$ cat src/rtl/uart_loader.sv
// Boot loader: length-prefixed LE word stream from UART into instruction memory, then ack byte and core release.
// One-cycle registered write strobe per word; ack byte held on tx_valid until tx_ready, rx ignored after load.
module uart_loader #(
  parameter int          ADDR_W   = 15,
  parameter logic [7:0]  ACK_BYTE = 8'hAA
) (
  input  logic              clk,
  input  logic              rstn,
  input  logic              rx_valid,
  input  logic [7:0]        rx_data,
  input  logic              tx_ready,
  output logic              tx_valid,
  output logic [7:0]        tx_data,
  output logic              mem_we,
  output logic [ADDR_W-1:0] mem_addr,
  output logic [31:0]       mem_wdata,
  output logic              cpu_rstn,
  output logic              done,
  output logic              overflow
);

  typedef enum logic [1:0] {HDR, DATA, ACK, RUN} state_t;

  // One past the last word address; 33 bits so the compare never truncates.
  localparam logic [32:0] DEPTH = 33'(1) << ADDR_W;

  state_t      state;
  logic [31:0] n;
  logic [31:0] w;
  logic [31:0] word;
  logic [1:0]  idx;
  logic [31:0] n_full;
  logic [31:0] word_full;

  // Header/word value including the byte arriving this cycle.
  always_comb begin
    n_full    = n;
    word_full = word;
    n_full[{idx, 3'b000} +: 8]    = rx_data;
    word_full[{idx, 3'b000} +: 8] = rx_data;
  end

  assign done = cpu_rstn;

  always_ff @(posedge clk or negedge rstn) begin
    if (!rstn) begin
      state     <= HDR;
      n         <= '0;
      w         <= '0;
      word      <= '0;
      idx       <= '0;
      tx_valid  <= 1'b0;
      tx_data   <= '0;
      mem_we    <= 1'b0;
      mem_addr  <= '0;
      mem_wdata <= '0;
      cpu_rstn  <= 1'b0;
      overflow  <= 1'b0;
    end else begin
      mem_we <= 1'b0;
      case (state)
        HDR: begin
          if (rx_valid) begin
            n   <= n_full;
            idx <= idx + 2'd1;
            if (idx == 2'd3) begin
              if ({1'b0, n_full} > DEPTH) overflow <= 1'b1;
              if (n_full == 32'd0) begin
                state    <= ACK;
                tx_valid <= 1'b1;
                tx_data  <= ACK_BYTE;
              end else begin
                state <= DATA;
                w     <= '0;
              end
            end
          end
        end
        DATA: begin
          // w only equals n here during the final write cycle.
          if (w == n) begin
            state    <= ACK;
            tx_valid <= 1'b1;
            tx_data  <= ACK_BYTE;
          end else if (rx_valid) begin
            word <= word_full;
            idx  <= idx + 2'd1;
            if (idx == 2'd3) begin
              mem_we    <= ({1'b0, w} < DEPTH);
              mem_addr  <= w[ADDR_W-1:0];
              mem_wdata <= word_full;
              w         <= w + 32'd1;
            end
          end
        end
        ACK: begin
          if (tx_ready) begin
            tx_valid <= 1'b0;
            cpu_rstn <= 1'b1;
            state    <= RUN;
          end
        end
        RUN: ;
        default: state <= HDR;
      endcase
    end
  end

endmodule

$ cat config.mk
export PLATFORM = sky130hd
export DESIGN_NAME = uart_loader
export DESIGN_NICKNAME = d
export VERILOG_FILES = /design/src/rtl/uart_loader.sv
export SDC_FILE = /design/constraint.sdc
export NUM_CORES = 1
export LEC_CHECK = 0
export CAP_MARGIN = 0
export CORE_ASPECT_RATIO = 1.5
export CORE_MARGIN = 2
export CORE_UTILIZATION = 34
export DETAILED_ROUTE_END_ITERATION = 6
export PLACE_DENSITY = 0.61
export SYNTH_ARGS = -nofsm -noshare
export SYNTH_HDL_FRONTEND = slang
export SYNTH_SLANG_ARGS = --single-unit
$ cat constraint.sdc
create_clock -name clk -period 2.7 [get_ports clk]
set_input_delay 0.27 -clock clk [delete_from_list [all_inputs] [get_ports clk]]
set_output_delay 0.27 -clock clk [all_outputs]
set_load 0.02 [all_outputs]
==> results of run 1 <==
==> synth_stat cells (all sizes together) (17+ instances only) <==
| master | count |
|---|---|
| nand3 | 17 |
| xor2 | 42 |
| nor4 | 19 |
| mux2i | 35 |
| o21ai | 74 |
| inv | 35 |
| a21oi | 18 |
| mux2 | 53 |
| dfrtp | 152 |
| nor2 | 39 |
| nand2 | 110 |
| clkbuf | 28 |
==> cell type report <==
type | instances | area, um2
fillers | 2092 | 12000
flip-flops and latches | 152 | 3800
multi-input cells | 528 | 3560
repair buffers | 143 | 1360
clock buffers | 19 | 443
well taps | 272 | 340
inverters | 35 | 134
clock inverters | 13 | 123
==> metal layers <==
layer	GRT usage [%]	part of all wire (%)
met1	20.5	43
met3	2.72	3.4
met5	0	0
met2	29.1	51
met4	7.10	3.1
==> worst max-delay path, cell delays in order (launching register included) <==
cell,delay [ns]
dfrtp_2,0.42
inv_4,0.08
ha_4,0.21
buf_6,0.12
nor3b_4,0.24
and3_4,0.23
a2111oi_2,0.05
buf_4,0.14
nand4_1,0.11
buf_6,0.15
nand3_4,0.11
buf_12,0.17
or4_4,0.41
a21oi_2,0.12
==> worst max-delay path by stage <==
stage,cells past startpoint,endpoint,startpoint,slack (ns)
global placement,9,tx_valid,rx_data[5],-0.28
finish,13,w[25],idx[0],0.06
detailed placement,9,tx_valid,rx_data[5],-0.32
global route,13,w[25],idx[0],-0.02
floorplan,11,w[9],idx[0],0.06
CTS,10,tx_valid,idx[1],0.0002
==> per-stage QoR <==
step | cell area (um2) | power (uW) | setup slack [ns]
global route | 9760 | 11100 | -0.0224
global placement | 9020 | 7820 | -0.282
floorplan | 7610 | 6150 | 0.0599
finish | 9760 | 10400 | 0.0646
CTS | 9640 | 10300 | 0.000158
detailed placement | 9020 | 7900 | -0.317
==> sequential cells by signal (all words and copies together) (netlist names) <==
signal	flops
cpu_rstn	1
idx	2
mem_addr	15
mem_wdata	32
mem_we	1
n	32
overflow	1
state	2
tx_data	1
tx_valid	1
w	32
word	32
==> power groups by stage <==
stage               Combinational (uW)  Clock [uW]  Sequential, uW
floorplan                         2540           0            3610
global placement                  4380           0            3440
detailed placement                4430           0            3460
CTS                               4530        2340            3430
global route                      5130        2430            3530
finish                            4680        2290            3430
==> timing repair <==
item	in CTS	in global routing
hold buffers	1	0
endpoints found under the hold margin	67	0
setup buffers	4	2
endpoints found under the setup margin	11	36
resized for setup	3	18
pin swaps	0	5
gates cloned	0	1
==> logic make-up after synthesis <==
family,count (synthesis)
AOI/OAI and AO/OA,125
xor gates and xnor gates,45
muxes,88
buffers and inverters,77
and+or+nand+nor,256
other,1
DFF,152
adders and majority gates,10
==> impl_metrics.py, run 1 <==
metrics = {
    "status": {
        "status": "finished, final reports clean",
    },
    "global_routing": {
        "antenna_found_initial": 0,
        "grt_pass1_wl_mm": 31.3,
        "grt_use_total_pct": 16.8,
        "grt_max_degree": 70,
        "grt_pass1_vias": 5826,
        "grt_overflow": 0,
    },
    "timing": {
        "timing.final.crit_period_ns": 2.64,
        "holdWs_ns": 0.421,
        "relSlewSlack_pct": 56.0,
        "fin_crit_sh_pct": 97.6,
        "fin_setup_tns_ns": 0,
        "finalHoldViolCount": 0,
        "slew_viol_final": 0,
        "rsz0062_at_grt": "yes",
        "clock.fmax_ghz": 0.379,
        "setup_viol_count_final": 0,
        "fin_skew_ns": 0.00907,
        "tightest_slew_ns": 0.659,
    },
    "drt": {
        "dr.pass1.iters": 5,
        "wl_per_cell_um": 16.5,
        "ant_nets": 0,
        "vias_per_cell": 5.05,
        "drc": 0,
        "drtIter0Drc": 240,
        "vias": 5863,
        "drt_wl_total_mm": 19.2,
    },
    "logic_synthesis": {
        "synth-seq-area-share_pct": 50.3,
        "avgSynthCellArea_um2": 10.0,
        "netlist_area_mm2": 0.00757,
        "synth.area.top_cells": "dfrtp_1, mux2_2, nand2_1",
        "synthMuxAreaShare_pct": 12.5,
        "synthCells": 754,
        "yosysTopAreaCell": "dfrtp_1",
        "yosys_warnings": 0,
        "synthAdderAreaFrac_pct": 1.65,
        "synthFlopType": "dfrtp_1",
        "synth.distinct_cells": 52,
        "synth-xor-area-share_pct": 5.21,
        "synth-compound-area-share_pct": 9.67,
        "synth_top_cell_area_share_pct": 50.3,
        "synth_edf_count": 0,
        "synth-simple-area-share_pct": 16.4,
        "async_flop_share_pct": 100,
        "ys_ff_latch": 152,
        "synth_top_family_by_area": "simple AND/OR/NAND/NOR gates",
    },
    "power": {
        "p_sw_uw": 3920,
        "clockPowerShare_pct": 22.0,
        "ir_drop_v": 0.000523,
        "sequentialPowerShare_pct": 33.0,
        "pwr-share-comb_pct": 45.0,
        "powerDensity_mw_per_mm2": 1070,
        "p_leak_uw": 0.00466,
        "p_int_uw": 6480,
        "sw_frac_of_total_pct": 37.7,
    },
    "worst_setup_path": {
        "critPathCaptureType": "register",
        "cp_data_required_time_ns": 3.06,
        "ff2ff_setup_slack_ns": 0.06,
        "r2r_end": "w[25]",
        "cp-start-kind": "register",
        "crit_type": "reg -> reg",
        "r2r_cells": 13,
        "reg2reg_from": "idx[0]",
        "cp_max_fo": 8,
        "cp_data_arrival_time_ns": 2.99,
    },
    "die": {
        "num_rows": 66,
        "dieHeight_um": 187,
        "fp.coreArea_mm2": 0.0218,
        "dieWidth_um": 126,
        "top_level_ports": 72,
        "dieArea_mm2": 0.0235,
        "start_util_pct": 34.7,
    },
    "clock_network": {
        "cts_max_path_buffers": 2,
        "htreeDepth": 4,
        "cts_tree": "built",
        "cts_sinks": 152,
        "clk_latency_ns": 0.43,
        "clkSlewWorstSetupHoldPaths_ns": 0.07,
        "clk_root_buffer_cell": "clkbuf_16",
        "cts_buffers": 17,
    },
    "final_layout": {
        "final_common_cell": "dfrtp_1",
        "antenna_cells": 0,
        "layout_common_cells": "dfrtp_1, nand2_1, o21ai_0, clkdlybuf4s50_1, buf_4",
        "fin_cells": 1162,
        "area_delta_synth_final_pct": 29.1,
        "drive_gt1_share_pct": 20.8,
        "final_util_pct": 44.8,
        "final_nets": 899,
    },
    "flow_run": {
        "cap_viol_max_count": 0,
    },
    "place": {
        "place_inst": 1122,
        "gp_congestion": 0.890,
        "hpwl_mm": 14.2,
        "port_buffers": 67,
    },
    "worst_hold_path": {
        "hp-class": "in -> async",
    },
}
Power figures use the tool's default switching activity.
==> inputs of run 2 (changes only) <==
--- a/config.mk
+++ b/config.mk
@@ -5,7 +5,6 @@
 export SDC_FILE = /design/constraint.sdc
 export NUM_CORES = 1
 export LEC_CHECK = 0
-export CAP_MARGIN = 0
 export CORE_ASPECT_RATIO = 1.5
 export CORE_MARGIN = 2
 export CORE_UTILIZATION = 34
==> results of run 2 <==
The final DEF is identical to that of run 1; final timing and power are the same.
